File: src/rtl/reg_cmd_sequencer_if.sv
`default_nettype none
// ============================================================================
// Interface : reg_cmd_sequencer_if
// Purpose   : Request handshake plus register-bank command lines of the
//             register command sequencer, bundled into one port.
// Signals   : reqValid/reqReady/reqOp/reqSel/reqData  - request handshake
//             regEnable/funSel/I                      - register commands
//             busy/done/shadowOut                     - status
// Modports  : master - request initiator (control path / testbench)
//             slave  - the sequencer itself
// Revision  : 1.0 - initial release
// ============================================================================
interface reg_cmd_sequencer_if #(
    parameter int NUM_REGS = 4,
    parameter int SEL_W    = 2
);
    logic                reqValid;
    logic                reqReady;
    logic [1:0]          reqOp;
    logic [SEL_W-1:0]    reqSel;
    logic [15:0]         reqData;
    logic [NUM_REGS-1:0] regEnable;
    logic [1:0]          funSel;
    logic [15:0]         I;
    logic                busy;
    logic                done;
    logic [15:0]         shadowOut;

    modport master (
        output reqValid, reqOp, reqSel, reqData,
        input  reqReady, regEnable, funSel, I, busy, done, shadowOut
    );

    modport slave (
        input  reqValid, reqOp, reqSel, reqData,
        output reqReady, regEnable, funSel, I, busy, done, shadowOut
    );
endinterface
`default_nettype wire

File: src/rtl/reg_cmd_sequencer.sv
`default_nettype none
// ============================================================================
// Module    : reg_cmd_sequencer
// Purpose   : Accepts one register operation per handshake and drives the
//             per-register enable / funSel / I lines of the 16-bit register
//             bank. Inc/dec by N is expanded into N single-step commands.
// Ports     : clock - rising-edge clock
//             reset - asynchronous, active-high
//             bus   - reg_cmd_sequencer_if.slave (request + command lines)
// Option    : REG_SEQ_SHADOW_EN - when defined, keeps a shadow copy of every
//             register and reports the last targeted one on shadowOut;
//             otherwise shadowOut is tied to zero.
// Revision  : 1.0 - initial release
// ============================================================================
module reg_cmd_sequencer #(
    parameter int NUM_REGS = 4,
    parameter int SEL_W    = 2,
    parameter int STEP_W   = 4
) (
    input  wire logic         clock,
    input  wire logic         reset,
    reg_cmd_sequencer_if.slave bus
);

    typedef enum logic [1:0] {
        S_IDLE  = 2'd0,
        S_ISSUE = 2'd1,
        S_DONE  = 2'd2
    } state_t;

    state_t              state_q,      state_d;
    logic [STEP_W-1:0]   cnt_q,        cnt_d;
    logic [NUM_REGS-1:0] reg_enable_q, reg_enable_d;
    logic [1:0]          fun_sel_q,    fun_sel_d;
    logic [15:0]         i_data_q,     i_data_d;
    logic                busy_q,       busy_d;
    logic                done_q,       done_d;

    logic                w_accept;
    logic [STEP_W-1:0]   w_steps;

    // Ready is decoded, not registered, so it drops the moment reset rises.
    assign bus.reqReady = (state_q == S_IDLE) && !reset;
    assign w_accept     = bus.reqValid && bus.reqReady;

    // Load and clear are single commands; inc/dec use the low data bits.
    assign w_steps = bus.reqOp[1] ? STEP_W'(1) : bus.reqData[STEP_W-1:0];

`ifdef REG_SEQ_SHADOW_EN
    logic [SEL_W-1:0] sel_q,        sel_d;
    logic [15:0]      shadow_q [NUM_REGS];
    logic [15:0]      shadow_d [NUM_REGS];
    logic [15:0]      shadow_out_q, shadow_out_d;

    function automatic logic [15:0] f_apply(input logic [1:0]  op,
                                            input logic [15:0] v,
                                            input logic [15:0] d);
        case (op)
            2'b00:   f_apply = v - 16'd1;
            2'b01:   f_apply = v + 16'd1;
            2'b10:   f_apply = d;
            default: f_apply = 16'h0000;
        endcase
    endfunction
`endif

    always_comb begin
        state_d      = state_q;
        cnt_d        = cnt_q;
        reg_enable_d = reg_enable_q;
        fun_sel_d    = fun_sel_q;
        i_data_d     = i_data_q;
        busy_d       = busy_q;
        done_d       = 1'b0;
`ifdef REG_SEQ_SHADOW_EN
        sel_d        = sel_q;
        shadow_d     = shadow_q;
        shadow_out_d = 16'h0000;
`endif
        case (state_q)
            S_IDLE: begin
                if (w_accept) begin
                    fun_sel_d = bus.reqOp;
                    i_data_d  = (bus.reqOp == 2'b10) ? bus.reqData : 16'h0000;
                    cnt_d     = w_steps;
                    busy_d    = 1'b1;
`ifdef REG_SEQ_SHADOW_EN
                    sel_d     = bus.reqSel;
`endif
                    if (w_steps == '0) begin
                        // Zero-step inc/dec: report completion, issue nothing.
                        state_d      = S_DONE;
                        done_d       = 1'b1;
                        reg_enable_d = '0;
                    end else begin
                        state_d = S_ISSUE;
                        // Out-of-range selects shift the one-hot off the top,
                        // leaving an all-zero enable for the whole sequence.
                        reg_enable_d = NUM_REGS'(1) << bus.reqSel;
                    end
                end
            end
            S_ISSUE: begin
                cnt_d = cnt_q - STEP_W'(1);
`ifdef REG_SEQ_SHADOW_EN
                for (int r = 0; r < NUM_REGS; r++) begin
                    if (sel_q == SEL_W'(r)) begin
                        shadow_d[r] = f_apply(fun_sel_q, shadow_q[r], i_data_q);
                    end
                end
`endif
                if (cnt_q == STEP_W'(1)) begin
                    state_d      = S_DONE;
                    reg_enable_d = '0;
                    done_d       = 1'b1;
                end
            end
            S_DONE: begin
                state_d = S_IDLE;
                busy_d  = 1'b0;
            end
            default: begin
                state_d      = S_IDLE;
                reg_enable_d = '0;
                busy_d       = 1'b0;
            end
        endcase
`ifdef REG_SEQ_SHADOW_EN
        // Follows the post-update shadow so the final step shows in DONE.
        for (int r = 0; r < NUM_REGS; r++) begin
            if (sel_q == SEL_W'(r)) begin
                shadow_out_d = shadow_d[r];
            end
        end
`endif
    end

    always_ff @(posedge clock or posedge reset) begin
        if (reset) begin
            state_q      <= S_IDLE;
            cnt_q        <= '0;
            reg_enable_q <= '0;
            fun_sel_q    <= 2'b00;
            i_data_q     <= 16'h0000;
            busy_q       <= 1'b0;
            done_q       <= 1'b0;
        end else begin
            state_q      <= state_d;
            cnt_q        <= cnt_d;
            reg_enable_q <= reg_enable_d;
            fun_sel_q    <= fun_sel_d;
            i_data_q     <= i_data_d;
            busy_q       <= busy_d;
            done_q       <= done_d;
        end
    end

`ifdef REG_SEQ_SHADOW_EN
    always_ff @(posedge clock or posedge reset) begin
        if (reset) begin
            sel_q        <= '0;
            shadow_out_q <= 16'h0000;
            for (int r = 0; r < NUM_REGS; r++) begin
                shadow_q[r] <= 16'h0000;
            end
        end else begin
            sel_q        <= sel_d;
            shadow_out_q <= shadow_out_d;
            for (int r = 0; r < NUM_REGS; r++) begin
                shadow_q[r] <= shadow_d[r];
            end
        end
    end

    assign bus.shadowOut = shadow_out_q;
`else
    assign bus.shadowOut = 16'h0000;
`endif

    assign bus.regEnable = reg_enable_q;
    assign bus.funSel    = fun_sel_q;
    assign bus.I         = i_data_q;
    assign bus.busy      = busy_q;
    assign bus.done      = done_q;

endmodule
`default_nettype wire
File: src/flat_wrapper.sv
// flat-port wrapper written by rule: the top's interface ports become plain ports
module reg_cmd_sequencer_flat 
#(
    parameter int NUM_REGS = 4,
    parameter int SEL_W    = 2,
    parameter int STEP_W   = 4
)
  (clock, reset, bus_reqValid, bus_reqOp, bus_reqSel, bus_reqData, bus_reqReady, bus_regEnable, bus_funSel, bus_I, bus_busy, bus_done, bus_shadowOut);
  reg_cmd_sequencer_if #(.NUM_REGS(NUM_REGS), .SEL_W(SEL_W)) bus_i ();
  input  wire logic clock;
  input  wire logic reset;
  input wire logic [$bits(bus_i.reqValid)-1:0] bus_reqValid;
  input wire logic [$bits(bus_i.reqOp)-1:0] bus_reqOp;
  input wire logic [$bits(bus_i.reqSel)-1:0] bus_reqSel;
  input wire logic [$bits(bus_i.reqData)-1:0] bus_reqData;
  output wire logic [$bits(bus_i.reqReady)-1:0] bus_reqReady;
  output wire logic [$bits(bus_i.regEnable)-1:0] bus_regEnable;
  output wire logic [$bits(bus_i.funSel)-1:0] bus_funSel;
  output wire logic [$bits(bus_i.I)-1:0] bus_I;
  output wire logic [$bits(bus_i.busy)-1:0] bus_busy;
  output wire logic [$bits(bus_i.done)-1:0] bus_done;
  output wire logic [$bits(bus_i.shadowOut)-1:0] bus_shadowOut;
  assign bus_i.reqValid = bus_reqValid;
  assign bus_i.reqOp = bus_reqOp;
  assign bus_i.reqSel = bus_reqSel;
  assign bus_i.reqData = bus_reqData;
  assign bus_reqReady = bus_i.reqReady;
  assign bus_regEnable = bus_i.regEnable;
  assign bus_funSel = bus_i.funSel;
  assign bus_I = bus_i.I;
  assign bus_busy = bus_i.busy;
  assign bus_done = bus_i.done;
  assign bus_shadowOut = bus_i.shadowOut;
  reg_cmd_sequencer #(.NUM_REGS(NUM_REGS), .SEL_W(SEL_W), .STEP_W(STEP_W)) u_core (.clock(clock), .reset(reset), .bus(bus_i));
endmodule
File: config.mk
export PLATFORM = sky130hd
export DESIGN_NAME = reg_cmd_sequencer_flat
export DESIGN_NICKNAME = d
export VERILOG_FILES = /design/src/rtl/reg_cmd_sequencer_if.sv /design/src/rtl/reg_cmd_sequencer.sv /design/src/flat_wrapper.sv
export SDC_FILE = /design/constraint.sdc
export NUM_CORES = 1
export LEC_CHECK = 0
export CELL_PAD_IN_SITES_DETAIL_PLACEMENT = 0
export CELL_PAD_IN_SITES_GLOBAL_PLACEMENT = 1
export CORE_ASPECT_RATIO = 0.9
export CORE_MARGIN = 2
export CORE_UTILIZATION = 30
export DETAILED_ROUTE_END_ITERATION = 10
export GPL_TIMING_DRIVEN = 1
export PLACE_DENSITY = 0.81
export SETUP_SLACK_MARGIN = 0.5
export SLEW_MARGIN = 20
export SYNTH_ARGS = -nofsm -noshare
export SYNTH_HDL_FRONTEND = slang
export SYNTH_SLANG_ARGS = --single-unit
File: constraint.sdc
create_clock -name clock -period 1.85 [get_ports clock]
set_input_delay 0.555 -clock clock [delete_from_list [all_inputs] [get_ports clock]]
set_output_delay 0.555 -clock clock [all_outputs]
set_load 0.03 [all_outputs]
; ---- After elaboration in Yosys (flattened, before gate mapping)
; Index checks and enable logic that the tools add are counted.
; Widths: inputs -> output; s select.
[word_totals]
register_bits = 30
input_bits = 23
[classes]
n_addsub = 1
eq_ne = 6
n_shift = 1
muxes = 18
n_bitwise = 2
n_reduce_logical = 11
[op_table]
columns = operator, n
row1 = $mux 4, 5
row2 = $mux 16, 1
row3 = $pmux 4 s3, 1
row4 = $pmux 4 s2, 1
row5 = $reduce_and 2->1, 4
row6 = $mux 2, 3
row7 = $eq 2x2->1 const B, 2
row8 = $eq 4x1->1 const B, 1
row9 = $logic_not 4->1, 1
row10 = $mux 1, 4
row11 = $ne 2x1->1 const B, 2
row12 = $pmux 1 s2, 2
row13 = $pmux 2 s2, 1
row14 = $shl 1x2->4 const A, 1
row15 = $sub 4x1->4 const B, 1
row16 = $reduce_and 3->1, 1
row17 = $eq 2x1->1 const B, 1
row18 = $logic_and 1x1->1, 2
row19 = $logic_not 2->1, 1
row20 = $not 1->1, 2
row21 = $reduce_bool 2->1, 1
row22 = $logic_not 1->1, 1

; ---- Depth between registers and ports, before layout
; Gate-level depths: netlist (run 1).
[logic_depth]
ltp_word = 5
ltp_mapped = 5
mapped_depth_nobuf = 5

; ---- Least setup slack after synthesis (run 1)
; No wires, ideal clock.
[synth_path]
path_kind = input -> output
start = in reset
end = out bus_reqReady
t_arrival_ns = 1.207
required_time_ns = 1.295
setup_slack_ns = 0.088
path_stages = 1
n_path_buf = 0
cell_sequence = nor3_1
[synth_via]
elab_chain_cells = 2
[synth_rtl]
columns = element, line
row1 = start: declaration, flat_wrapper.sv:11  ; input wire logic reset;
row2 = $logic_not 1->1, reg_cmd_sequencer.sv:43  ; assign bus.reqReady = (state_q == S_IDLE) && !reset;
row3 = $logic_and 1x1->1, reg_cmd_sequencer.sv:43
row4 = end: declaration, flat_wrapper.sv:16  ; output wire logic [$bits(bus_i.reqReady)-1:0] bus_reqReady;
; Every way passes these cells.

; ---- Worst setup path after layout (run 1)
[layout_path]
start = reg u_core.state_q[1]
end = out bus_reqReady
[layout_via]
elab_chain_cells = 2
[layout_rtl]
columns = element, line
row1 = start: declaration, reg_cmd_sequencer.sv:31  ; state_t state_q, state_d;
row2 = start signal: assignment, reg_cmd_sequencer.sv:148  ; state_q <= state_d;
row3 = $logic_not 2->1, reg_cmd_sequencer.sv:43
row4 = $logic_and 1x1->1, reg_cmd_sequencer.sv:43
; Every way passes these cells.

==> summary.md, run 1 <==
| Metric | Value |
|---|---|
| Synth area leaders | `dfrtp_1, nand2_1, buf_4` |
| CP endpoint kind | `primary output` |
| Run status | `completed` |
| Adder-cell share of the synthesized area | `0.0174` |
| Synth Area in Compound Gates | `0.106` |
| Setup violators final | `0` |
| CP max-delay cell | `dfrtp_1` |
| Port Buffers | `47` |
| CP peak stage delay | `around 400 ps` |
| Antenna violations before repair | `0` |
| CTS Buf Count | `5` |
| Vias | `about 1500` |
| Grt ovf | `0` |
| Crit share post-route | `0.909` |
| Critical Path AT | `1130 ps` |
| Cell breakdown of the critical path | `buf_6 > nor3_4 > buf_6` |
| Core Util, Final | `0.595` |
| Worst hold path type | `input pin to async pin` |
| Setup Crit Path Kind | `flop to primary output` |
| I/O pin total | `64` |
| Vias in the first global route | `roughly 1400` |
| Finished Layout Cells | `just over 300` |
| Core Box Area | `~4500 um2` |
| Data required, critical path | `~1300 ps` |
| Worst VDD drop | `~0.00047 V` |
| GRT Resource Usage Total | `0.154` |
| Worst-Skew Late Latency | `roughly 280 ps` |
| Placer congestion estimate | `0.741` |
| Leak | `between 1 and 1.5 nW` |
| Die H | `roughly 70 um` |
| Cell family with most CP delay | `flip-flops` |
| Proportion of netlist area held by the largest area contributor | `0.522` |
| Fill count | `380` |
| Critical Path Source Type | `flop` |
| Multi-input gate area | `787 um2` |
| Yosys top cell by area | `dfrtp_1` |
| Avg Synthesized Cell Area | `~9.3 um2` |
| WL final | `~4.2 mm` |
| Total Power | `about 3.9 mW` |
| Drt initial violations | `50` |
| Maxcap violations | `0` |
| Main combinational cell family by area after synthesis | `simple AND/OR/NAND/NOR gates` |
| Setup repair after global routing missed its margin | `true` |
| Synth Cell Area | `around 1400 um2` |
| Worst Skew | `between 8 and 9 ps` |
| Reg clk slew, reported paths | `about 70 ps` |
| Hold_buf cts | `0` |
| Pre-antenna DRT Iters | `4` |
| Ant. Diodes | `0` |
| Nets | `around 270` |
| Syn-to-layout area delta | `86.9%` |
| Routed wire length per instance | `13.7 um` |
| Gate Count Post-Synth | `155` |
| Area after DPL | `roughly 2000 um2` |
| Die area | `5360 um2` |
| Xor and xnor fraction of the mapped netlist area | `0` |
| Wire length on met3 | `around 250 um` |
| Seq/Total Area, Yosys | `0.522` |
| Cell mode on critical path | `buf_6` |
| Post-Synth Simple-Gate Area | `0.223` |
| Launching point of the worst reg2reg path | `u_core.state_q[0]` |
| Netlist cell types | `29` |
| Register area | `about 750 um2` |
| Max Clk Rate | `594 MHz` |
| Starting Density | `0.318` |
| Crit path time final | `between 1500 and 2000 ps` |
| Hold Fails Final Rpt | `0` |
| HPWL Detailed | `between 2 and 3 mm` |
| H-Tree Depth | `2` |
| Final ANT Viol Nets | `0` |
| CP bufs+invs | `2` |
| Mux contribution to synthesized area | `0` |
| Crit. Startpoint | `u_core.state_q[1]` |
| CTS root buf | `clkbuf_8` |
| M1 wire length | `1.73 mm` |
| Row count | `23` |
| Setup TNS | `0 ps` |
| Crit path max fanout | `2` |
| Max Slew Vio Count | `0` |
| DRC violations left | `0` |
| Largest net degree at the start of global routing | `20` |
| Ys Warns | `0` |
| Max clock buf depth | `2` |
| Share of layout cells above drive strength 1 | `0.508` |
| Via/cell ratio | `approximately 4.7` |
| Post-placement cell count | `about 270` |
| P per Cell Area | `1460 nW/um2` |
| Clock sinks | `30` |
| Die extent in x | `77.0 um` |
| Metal2 WL | `approximately 2.2 mm` |
| Top Metal Used | `met4` |
| Non-Filler Cell Area, Final | `between 2000 and 3000 um2` |
| Synth Register Bits | `30` |
| First-pass GRT wire length | `~6.6 mm` |
| TritonCTS clock tree | `done` |
[per-layer routing]
layer	global-route usage	vias to the layer above
met5	0	-
met4	0.0496	0
met3	0.0508	4
met2	0.259	47
met1	0.187	712
li1	-	687
[area by class of cell]
type / instances / share of cell area
clock buffers: 6 / 0.0307
clock inverters: 2 / 0.0223
flip-flops and latches: 30 / 0.279
well taps: 62 / 0.0289
repair buffers: 91 / 0.338
inverters: 6 / 0.00838
multi-input cells: 113 / 0.293
[worst min-delay path, stage by stage]
cell and delay, ps:
buf_2 140, buf_6 130, inv_1 70, buf_4 190
[metrics by stage]
| stage | hold WS, ps | worst slack (ps) |
|---|---|---|
| floorplan | 461 | 220 |
| global placement | 449 | -219 |
| detailed placement | 455 | -257 |
| CTS | 445 | 159 |
| global route | 476 | 127 |
| finish | 457 | 168 |
[power breakdown]
group	internal [mW]	leakage [nW]	switching, mW
clock	0.574	0.0714	0.248
sequential	0.891	0.390	0.195
combinational	0.999	0.858	1.01
total	2.46	1.32	1.45
[sequential cells by signal, summed over array words and instances (netlist names)]
register / flops
u_core.bus.I: 16
u_core.bus.regEnable: 4
u_core.cnt_q: 4
u_core.bus.funSel: 2
u_core.state_q: 2
u_core.bus.busy: 1
u_core.bus.done: 1
[worst paths after layout]
kind	cells past startpoint	endpoint	slack, ps
setup / recovery	3	bus_reqReady	170
hold / removal	4	u_core.bus.regEnable[2]	460
setup reg to reg	6	u_core.bus.I[1]	220
hold reg to reg	2	u_core.bus.I[15]	490
max in group asynchronous	4	u_core.bus.I[7]	1140
min in group clock	2	u_core.bus.I[15]	490
[synthesized netlist by cell type]
| library cell | n |
|---|---|
| or4b_1 | 1 |
| nor2_1 | 4 |
| o211ai_1 | 1 |
| buf_4 | 16 |
| a211oi_1 | 2 |
| conb_1 | 1 |
| dfrtp_1 | 30 |
| o21a_1 | 1 |
| nand2_1 | 38 |
| a311oi_1 | 2 |
| a21oi_1 | 3 |
| a32o_1 | 2 |
| buf_2 | 4 |
| a22o_1 | 2 |
| nand2b_1 | 1 |
| nor3_1 | 3 |
| o22ai_1 | 1 |
| inv_1 | 6 |
| o21ai_0 | 4 |
| ha_1 | 2 |
| o32ai_1 | 2 |
| o221ai_1 | 1 |
| or4_1 | 1 |
| nor2b_1 | 2 |
| nor4b_1 | 1 |
| nor3b_1 | 1 |
| nand3_1 | 19 |
| buf_6 | 1 |
| clkbuf_1 | 3 |
[kinds of logic (layout without fill, tap and decap cells)]
family	count (synthesis)	after routing
DFF	30	30
other	1	16
buffers and inverters	30	105
adders and majority gates	2	2
AOI/OAI and AO/OA	21	21
and+or+nand+nor	71	74
[layout by cell type (no fill, tap or decap), types with 2 or more instances in the layout]
cell type and count:
dfrtp_1 30, bufinv_16 2, conb_1 16, a22o_1 2, nand3_1 16, ha_1 2
clkbuf_8 6, nand2_2 19, buf_6 40, dlygate4sd2_1 2, buf_2 2, buf_4 28
or4b_4 4, a32o_1 2, clkdlybuf4s50_1 15, nor3_1 2, nand3_2 3, nand2_1 17
buf_8 2, nor2_1 3, inv_1 6, o32ai_2 2, a21oi_2 2, nand2_4 2
[timing repair]
action                     in CTS  in global routing
pin swaps                      15                 23
setup endpoints to repair      55                 55
buffers inserted               13                 11
gates cloned                    5                  0
resized for setup             221                 35
No activity file was read; power rests on OpenSTA's default activity.
==> inputs of run 2 (changes only) <==
- ABC_CLOCK_PERIOD_IN_PS: unset -> 1850
- GPL_TIMING_DRIVEN: 1 -> 0
==> summary.md, run 2 (synthesis gave the netlist of run 1 again) <==
| Metric | Value |
|---|---|
| Run status | `completed (unchanged)` |
| Clk pwr share | `0.146 (was 0.210)` |
| Die extent in x | `77.0 um (unchanged)` |
| Net load switching power | `1.49 mW (was 1.45 mW)` |
| Reg power frac | `0.297 (was 0.277)` |
| P_int | `2.23 mW (was 2.46 mW)` |
| Placer congestion estimate | `0.778 (was 0.741)` |
| Hold_buf cts | `0 (unchanged)` |
| Row count | `23 (unchanged)` |
| Most frequent cells in the layout | `buf_4, buf_6, dfrtp_1 (was buf_6, dfrtp_1, buf_4)` |
| P per Cell Area | `1350 nW/um2 (was 1460 nW/um2)` |
| Wire length on met3 | `231 um (was 251 um)` |
| Grt ovf | `0 (unchanged)` |
| M1 wire length | `1.68 mm (was 1.73 mm)` |
| Most common cell after layout, fill and taps aside | `buf_4 (was buf_6)` |
| Crit path max fanout | `3 (was 2)` |
| Power share of the combinational group | `0.557 (was 0.513)` |
| Final ANT Viol Nets | `0 (unchanged)` |
| HPWL Detailed | `2.55 mm (was 2.59 mm)` |
| Antenna violations before repair | `0 (unchanged)` |
| Reg clk slew, reported paths | `60 ps (was 70 ps)` |
| Min Hold Slack | `406 ps (was 457 ps)` |
| First-pass GRT wire length | `6.75 mm (was 6.62 mm)` |
| DRC violations left | `0 (unchanged)` |
| Ant. Diodes | `0 (unchanged)` |
| Setup repair after global routing missed its margin | `true (unchanged)` |
| Register area | `753 um2 (was 751 um2)` |
| Leak | `1.36 nW (was 1.32 nW)` |
| Routed wire length per instance | `13.9 um (was 13.7 um)` |
| Non-Filler Cell Area, Final | `2750 um2 (was 2690 um2)` |
| Finished Layout Cells | `313 (was 310)` |
| GRT Resource Usage Total | `0.162 (was 0.154)` |
| Share of layout cells above drive strength 1 | `0.538 (was 0.508)` |
| Setup Crit Path Kind | `flop to primary output (unchanged)` |
| Core Util, Final | `0.608 (was 0.595)` |
| Worst hold path type | `input pin to async pin (unchanged)` |
| Setup TNS | `0 ps (unchanged)` |
| Metal2 WL | `2.35 mm (was 2.24 mm)` |
| Nets | `275 (was 272)` |
| Setup WS pre-CTS | `-598 ps (was -257 ps)` |
| WL final | `4.34 mm (was 4.24 mm)` |
| Die H | `69.7 um (unchanged)` |
| Max Slew Vio Count | `0 (unchanged)` |
| Max clock buf depth | `2 (unchanged)` |
| Maxcap violations | `0 (unchanged)` |
| Crit path time final | `1610 ps (was 1680 ps)` |
| Top Metal Used | `met4 (unchanged)` |
| Syn-to-layout area delta | `91.1% (was 86.9%)` |
| Clock sinks | `30 (unchanged)` |
| Worst Skew | `2.87 ps (was 8.29 ps)` |
| Critical Path AT | `1060 ps (was 1130 ps)` |
| Multi-input gate area | `822 um2 (was 787 um2)` |
| Starting Density | `0.318 (unchanged)` |
| Drt initial violations | `75 (was 50)` |
| I/O pin total | `64 (unchanged)` |
| CTS root buf | `clkbuf_8 (unchanged)` |
| Post-placement cell count | `279 (was 273)` |
| Data required, critical path | `1290 ps (about the same)` |
| Vias in the first global route | `1394 (was 1419)` |
| Fill count | `382 (was 380)` |
| Total Power | `3.72 mW (was 3.91 mW)` |
| Critical Path Source Type | `flop (unchanged)` |
| Max Clk Rate | `621 MHz (was 594 MHz)` |
| Core Box Area | `4520 um2 (unchanged)` |
| Setup violators final | `0 (unchanged)` |
| Hold Fails Final Rpt | `0 (unchanged)` |
| Worst-Skew Late Latency | `280 ps (about the same)` |
| Vias | `1411 (was 1450)` |
| Sw Share | `0.401 (was 0.370)` |
| Slew margin rel. | `0.575` |
| Max reg flops | `16 (unchanged)` |
| Via/cell ratio | `4.51 (was 4.68)` |
| Area after DPL | `2080 um2 (was 2050 um2)` |
| Least-Margin Pin Slew | `between 600 and 700 ps` |
| Largest net degree at the start of global routing | `31 (was 20)` |
| Pre-antenna DRT Iters | `4 (unchanged)` |
| Worst VDD drop | `0.000556 V (was 0.000475 V)` |
| Worst Slack Setup Final | `239 ps (was 168 ps)` |
| Crit share post-route | `0.871 (was 0.909)` |
| Die area | `5360 um2 (unchanged)` |
| Port Buffers | `47 (unchanged)` |
| CTS Buf Count | `5 (unchanged)` |
| TritonCTS clock tree | `done (unchanged)` |
| CP endpoint kind | `primary output (unchanged)` |
| H-Tree Depth | `2 (unchanged)` |
[run 2: cell types whose count changed in the layout (fill, tap and decap cells not counted), moves of 3 or more]
cell | before | now
buf_4 | 28 | 37
buf_6 | 40 | 28
or4b_4 | 4 | 1
nand2_4 | 2 | 8
nand2_1 | 17 | 13
buf_8 | 2 | 5
[run 2: power groups by stage]
| stage | clock (mW) | sequential (mW) | combinational, mW |
|---|---|---|---|
| 2_1_floorplan | 0 | 1.38 | 0.496 |
| 3_3_place_gp | 0 | 1.05 | 1.35 |
| 3_5_place_dp | 0 | 1.06 | 1.36 |
| 4_1_cts | 0.556 | 1.09 | 1.77 |
| 5_1_grt | 0.587 | 1.13 | 2.19 |
| 6_report | 0.541 | 1.10 | 2.07 |
[run 2: final timing paths]
path	to	slack [ps]	depth (start not counted)	start
max	bus_reqReady	240	2	u_core.state_q[0]
min	u_core.bus.regEnable[2]	410	2	reset
max reg2reg	u_core.bus.regEnable[3]	240	4	u_core.state_q[0]
min reg2reg	u_core.bus.busy	500	1	u_core.state_q[1]
max in group asynchronous	u_core.state_q[0]	1000	2	reset
min in group clock	u_core.bus.busy	500	1	u_core.state_q[1]
[run 2: routing by layer]
layer,GRT usage,vias to the layer above
met3,0.0404,9
met5,0,-
met2,0.277,49
met1,0.188,667
li1,-,686
met4,0.0813,0
[run 2: cell type report]
type	instances	share of cell area
flip-flops and latches	30	0.274
inverters	6	0.00820
clock buffers	7	0.0314
plain buffers	24	0.0874
repair buffers	73	0.270
clock inverters	1	0.00182
multi-input cells	110	0.299
well taps	62	0.0282
[run 2: worst max-delay path: stages, from the launching register on]
cell and delay (ps):
dfrtp_2 420, nor3_2 170, buf_4 180
[run 2: timing repair]
item / in CTS / in global routing
buffers inserted: 12 / 10
endpoints found under the setup margin: 55 / 55
gates cloned: 4 / 0
gates resized for setup: 246 / 36
pin swaps: 31 / 2
hold endpoints to repair: 0 / 0
